[config.mk]
export PLATFORM = sky130hd
export DESIGN_NAME = program_loader
export DESIGN_NICKNAME = d
export VERILOG_FILES = /design/src/rtl/program_loader.sv
export SDC_FILE = /design/constraint.sdc
export NUM_CORES = 1
export LEC_CHECK = 0
export CAP_MARGIN = 40
export CORE_MARGIN = 10
export CORE_UTILIZATION = 45
export CTS_CLUSTER_SIZE = 25
export DETAILED_ROUTE_END_ITERATION = 10
export GPL_TIMING_DRIVEN = 0
export PLACE_DENSITY = 0.67
export SLEW_MARGIN = 20
export SYNTH_ARGS = -nofsm -noshare
export SYNTH_HDL_FRONTEND = slang
export SYNTH_SLANG_ARGS = --single-unit
[constraint.sdc]
create_clock -name clk -period 7.57 [get_ports clk]
set_input_delay 2.271 -clock clk [delete_from_list [all_inputs] [get_ports clk]]
set_output_delay 2.271 -clock clk [all_outputs]
set_load 0.03 [all_outputs]
[src/rtl/program_loader.sv]
// Framed byte-stream loader feeding the CPU load port: HDR, LEN, N payload bytes, CHK.
// Latency: load/frame_ok/frame_err appear one cycle after the byte (or timeout) that causes them.
// Backpressure: none; in_ready is high every cycle except the reset cycle, one byte per cycle.
//
// Ports:
//   clk, reset              single rising-edge clock, synchronous active-high reset
//   in_data/in_valid        host byte stream, accepted when in_valid && in_ready
//   in_ready                loader can accept a byte
//   load, load_address,     one-cycle CPU write strobe with its address, byte and
//   load_data, is_instruction   memory select (held when load is low)
//   cpu_hold                high while a frame is in progress (ORed into CPU reset)
//   frame_ok, frame_err     one-cycle frame status pulses
//   err_count               saturating count of frame_err pulses
module program_loader #(
    parameter int unsigned TIMEOUT_CYCLES = 255
) (
    input  logic       clk,
    input  logic       reset,
    input  logic [7:0] in_data,
    input  logic       in_valid,
    output logic       in_ready,
    output logic       load,
    output logic [4:0] load_address,
    output logic [7:0] load_data,
    output logic       is_instruction,
    output logic       cpu_hold,
    output logic       frame_ok,
    output logic       frame_err,
    output logic [7:0] err_count
);

    typedef enum logic [1:0] {
        S_IDLE = 2'd0,
        S_LEN  = 2'd1,
        S_DATA = 2'd2,
        S_CHK  = 2'd3
    } state_t;

    localparam logic [7:0] LEN_MAX      = 8'd32;
    // The timeout fires on the idle cycle that would take the counter to TIMEOUT_CYCLES.
    localparam logic [7:0] TIMEOUT_LAST = 8'(TIMEOUT_CYCLES - 1);

    state_t     state;
    logic [4:0] addr;        // next payload address, wraps modulo 32
    logic       sel;         // instruction/data select latched from HDR
    logic [7:0] xor_acc;     // running XOR of HDR, LEN and payload
    logic [5:0] remaining;   // payload bytes still expected (1..32)
    logic [7:0] idle_cnt;    // cycles without an accepted byte inside a frame

    logic accept;
    logic len_bad;
    logic err_now;

    assign accept  = in_valid & in_ready;
    assign len_bad = (in_data == 8'd0) || (in_data > LEN_MAX);

    // Every error source funnels through here so frame_err and err_count stay in step.
    // An accepted byte always beats a timeout on the same cycle.
    always_comb begin
        err_now = 1'b0;
        if (accept) begin
            if (state == S_LEN) begin
                err_now = len_bad;
            end else if (state == S_CHK) begin
                err_now = (in_data != xor_acc);
            end
        end else if (state != S_IDLE) begin
            err_now = (idle_cnt == TIMEOUT_LAST);
        end
    end

    // The final load is presented while the FSM sits in CHK, so the extra
    // load term only makes the hold window explicit.
    assign cpu_hold = (state != S_IDLE) | load;

    always_ff @(posedge clk) begin
        if (reset) begin
            state          <= S_IDLE;
            addr           <= 5'd0;
            sel            <= 1'b0;
            xor_acc        <= 8'd0;
            remaining      <= 6'd0;
            idle_cnt       <= 8'd0;
            in_ready       <= 1'b0;
            load           <= 1'b0;
            load_address   <= 5'd0;
            load_data      <= 8'd0;
            is_instruction <= 1'b0;
            frame_ok       <= 1'b0;
            frame_err      <= 1'b0;
            err_count      <= 8'd0;
        end else begin
            in_ready  <= 1'b1;
            load      <= 1'b0;
            frame_ok  <= 1'b0;
            frame_err <= err_now;
            if (err_now && (err_count != 8'hFF)) begin
                err_count <= err_count + 8'd1;
            end

            if (accept) begin
                idle_cnt <= 8'd0;
                case (state)
                    S_IDLE: begin
                        // Bytes without the start marker are dropped.
                        if (in_data[7]) begin
                            addr    <= in_data[4:0];
                            sel     <= in_data[6];
                            xor_acc <= in_data;
                            state   <= S_LEN;
                        end
                    end
                    S_LEN: begin
                        if (len_bad) begin
                            state <= S_IDLE;
                        end else begin
                            remaining <= in_data[5:0];
                            xor_acc   <= xor_acc ^ in_data;
                            state     <= S_DATA;
                        end
                    end
                    S_DATA: begin
                        load           <= 1'b1;
                        load_address   <= addr;
                        load_data      <= in_data;
                        is_instruction <= sel;
                        addr           <= addr + 5'd1;
                        xor_acc        <= xor_acc ^ in_data;
                        remaining      <= remaining - 6'd1;
                        if (remaining == 6'd1) begin
                            state <= S_CHK;
                        end
                    end
                    S_CHK: begin
                        // Payload already written stays written whatever the outcome.
                        frame_ok <= (in_data == xor_acc);
                        state    <= S_IDLE;
                    end
                    default: state <= S_IDLE;
                endcase
            end else if (state != S_IDLE) begin
                if (idle_cnt == TIMEOUT_LAST) begin
                    idle_cnt <= 8'd0;
                    state    <= S_IDLE;
                end else begin
                    idle_cnt <= idle_cnt + 8'd1;
                end
            end
        end
    end

endmodule

==> impl_results.md <==
* # rows at 30
* Non-Filler Instances at 505
* FF-to-FF path depth at 9
* Worst path cell trace: clkdlybuf4s50_1, or4_4, o2111a_1, or3_1, buf_6, a21oi_2, mux2_2
* Top cell type by total area after synthesis: dfxtp_1
* #FFs+latches synth at 56
* Initial Utilization at 45.57%
* Crit path to: err_count[0]
* Hold buffer count at cts at 0
* Area contributors post-synth: dfxtp_1 (37%), nand2_1 (7.8%), ha_1 (4.5%), a21oi_1 (4.3%), nor2_1 (3.9%)
* Gr usage total at 16.43%
* Fin crit period at 4.601 ns
* Fin. Hold Viols at 0
* Die height at 102.5 microns
* CTS clk-pin slew, worst paths at 0.10 ns
* Grt total ovfl at 0
* Top-count cell post-synth: nand2_1
* Post-Route WL at 8.187 mm
* Boundary Pins at 38
* CP startpoint kind: primary input
* Die area at 0.01050 sq mm
* Remaining DRCs at 0
* Vias at 2,916
* Slew Limit Fails at 0
* Fmax at 217.3 MHz
* Reg2Reg Launch Point: state[0]
* CP Capture Type: register
* Largest net degree at the start of global routing at 17
* Initial DRC Count at 185
* Skew final at 0.007201 ns
* EDFF count, synth at 0
* CP max stage cell: or4_4
* Max-cap violations at 0
* Seq/Total Area, Yosys at 36.62%
* HP Class: register to register
* R2R setup slack at 4.94 ns
* Ys flop type: dfxtp_1
* Layout area overhead at 18.72%
* Root buf cell: clkbuf_8
* Status: finished clean
* H-tree depth at 2
* Worst Setup Path Type: primary input to register
* Syn Nets at 402
* Maximum vdd drop at 0.07988 mV
* Worst slew pin tran at 0.6760 ns
* Leakage at 1.288 nW
* Rel. slew slack at 54.77%
* Share of cells above drive strength 1 at 5.882%
* Final period utilization at 60.78%
* CTS tree: yes
* R2R Path End: err_count[0]
* Pwr per Cell Area at 156.0 mW/mm^2
* # nets final at 446
* Final TNS setup at 0 ns
* Routed Antenna Nets at 0
* Mapped Area at 0.003062 sq mm
* Initial antenna violation count at 0
* Port buffer count at 36
* ANT cells at 0
* Post_cts resized at 0
* Max FO, Critical Path at 9
* Core area at 0.006719 sq mm
* Max incr delay on CP at 0.63 ns
* Yosys warns at 0
* Unrepaired setup endpoints after global routing: no
* Endpoints failing setup at 0
* Mapped Avg Cell Area at 8.057 sq um
* Clock tree buffer depth at 2
* Placed cell count at 497
* List of most frequent post-synthesis cells: nand2_1 (64), dfxtp_1 (56), nor2_1 (32), a21oi_1 (26), clkbuf_1 (16)
* Syn Inst Count at 380
* Pre-Repair DR Iteration Count at 4
* Sink Count at 56
* WL per Instance at 16.21 microns
* Placer Congestion at 0.8699
* CP required at 7.79 ns
* Total CTS buffers at 5
* Post-synth ARST share at 0%
* Worst skew pair latency at 0.32 ns
* Die span in x at 102.5 microns
* Post-CTS setup buffer count at 0
* Vias in the first global route at 2,863
* First-pass GRT wire length at 13.92 mm
* Area fraction of the dominant cell type after synthesis at 36.62%
* Setup crit start: in_data[1]
* WP data arrival at 4.82 ns
* DPL Wire Length at 5.787 mm
* Vias per cell at 5.774
* Netlist cell types at 54
==> cells by family (layout without fill, tap and decap cells) <==
kind of cell / after synthesis / count (layout) / synth area share (%)
flops: 56 / 56 / 36.62
buf+inv: 35 / 80 / 4.577
fa+ha+maj: 11 / 11 / 4.495
xor+xnor: 15 / 15 / 4.291
mux: 9 / 9 / 3.147
simple gates: 172 / 172 / 28.32
compound gates: 82 / 82 / 18.55
==> area by class of cell <==
class,instances,area (sq um)
fillers,644,3084
multi-input cells,289,1800
flip-flops and latches,56,1121
repair buffers,37,365.4
well taps,80,100.1
plain buffers,22,91.34
clock buffers,6,72.57
inverters,13,48.80
clock inverters,2,35.03
==> worst max-delay path: cells and delay by family <==
family          cells  cell delay [ns]
compound gates      2             0.44
buf+inv             2             0.74
mux                 1             0.35
simple gates        2             1.02
==> worst min path at each step <==
| stage | startpoint | to | slack (ns) | depth (start not counted) |
|---|---|---|---|---|
| floorplan | sel | is_instruction | 0.43 | 2 |
| global placement | load_data[0] | load_data[0] | 0.44 | 2 |
| detailed placement | load_data[3] | load_data[3] | 0.45 | 2 |
| CTS | load_address[3] | load_address[3] | 0.46 | 2 |
| global route | load_address[3] | load_address[3] | 0.48 | 2 |
| finish | load_data[6] | load_data[6] | 0.46 | 2 |
==> where the power goes <==
part,leakage (nW),switching (mW),internal (mW)
registers,0.453,0.00612,0.300
clock network,0.0552,0.101,0.0985
logic,0.780,0.0385,0.0230
total,1.29,0.145,0.422
==> cells in the final DEF (no fill, tap or decap), types with 5 or more instances in the layout <==
cell type / n
nor3b_1: 6
clkbuf_8: 5
o21ai_0: 13
nand4_1: 6
inv_1: 13
a31oi_1: 10
dfxtp_1: 56
nor2_1: 32
and3_1: 5
o311ai_0: 7
clkbuf_1: 17
a21oi_1: 26
nor2b_1: 14
mux2_2: 5
xor2_1: 11
clkdlybuf4s50_1: 36
nor4bb_1: 6
nand3_1: 11
nor3_1: 6
nand2_1: 64
ha_1: 11
nor4_1: 5
==> per-stage QoR <==
step / area [sq um] / total power [mW] / worst slack (ns) / util (%) / hold slack [ns]
2_1_floorplan: 3062 / 0.3497 / 3.388 / - / 0.4316
3_3_place_gp: 3522 / 0.3726 / 2.630 / 52.42 / 0.4426
3_5_place_dp: 3527 / 0.3740 / 2.638 / 52.50 / 0.4485
4_1_cts: 3635 / 0.5717 / 2.978 / 54.10 / 0.4640
5_1_grt: 3635 / 0.5943 / 2.812 / 54.10 / 0.4831
6_report: 3635 / 0.5670 / 2.969 / 54.10 / 0.4600
==> routing by layer <==
metal | routed length, microns | vias up | GRT usage, %
met5 | 0 | - | 0
met4 | 142 | 0 | 6.291
met3 | 653 | 15 | 5.206
met2 | 3592 | 78 | 25.71
met1 | 3798 | 1385 | 20.50
li1 | - | 1438 | -
==> flip-flops by register name (all words and copies together), names as in the netlist <==
signal	count
addr	5
err_count	8
frame_err	1
frame_ok	1
idle_cnt	8
in_ready	1
is_instruction	1
load	1
load_address	5
load_data	8
remaining	6
sel	1
state	2
xor_acc	8
Note: power is estimated with default switching activity, not from simulation.
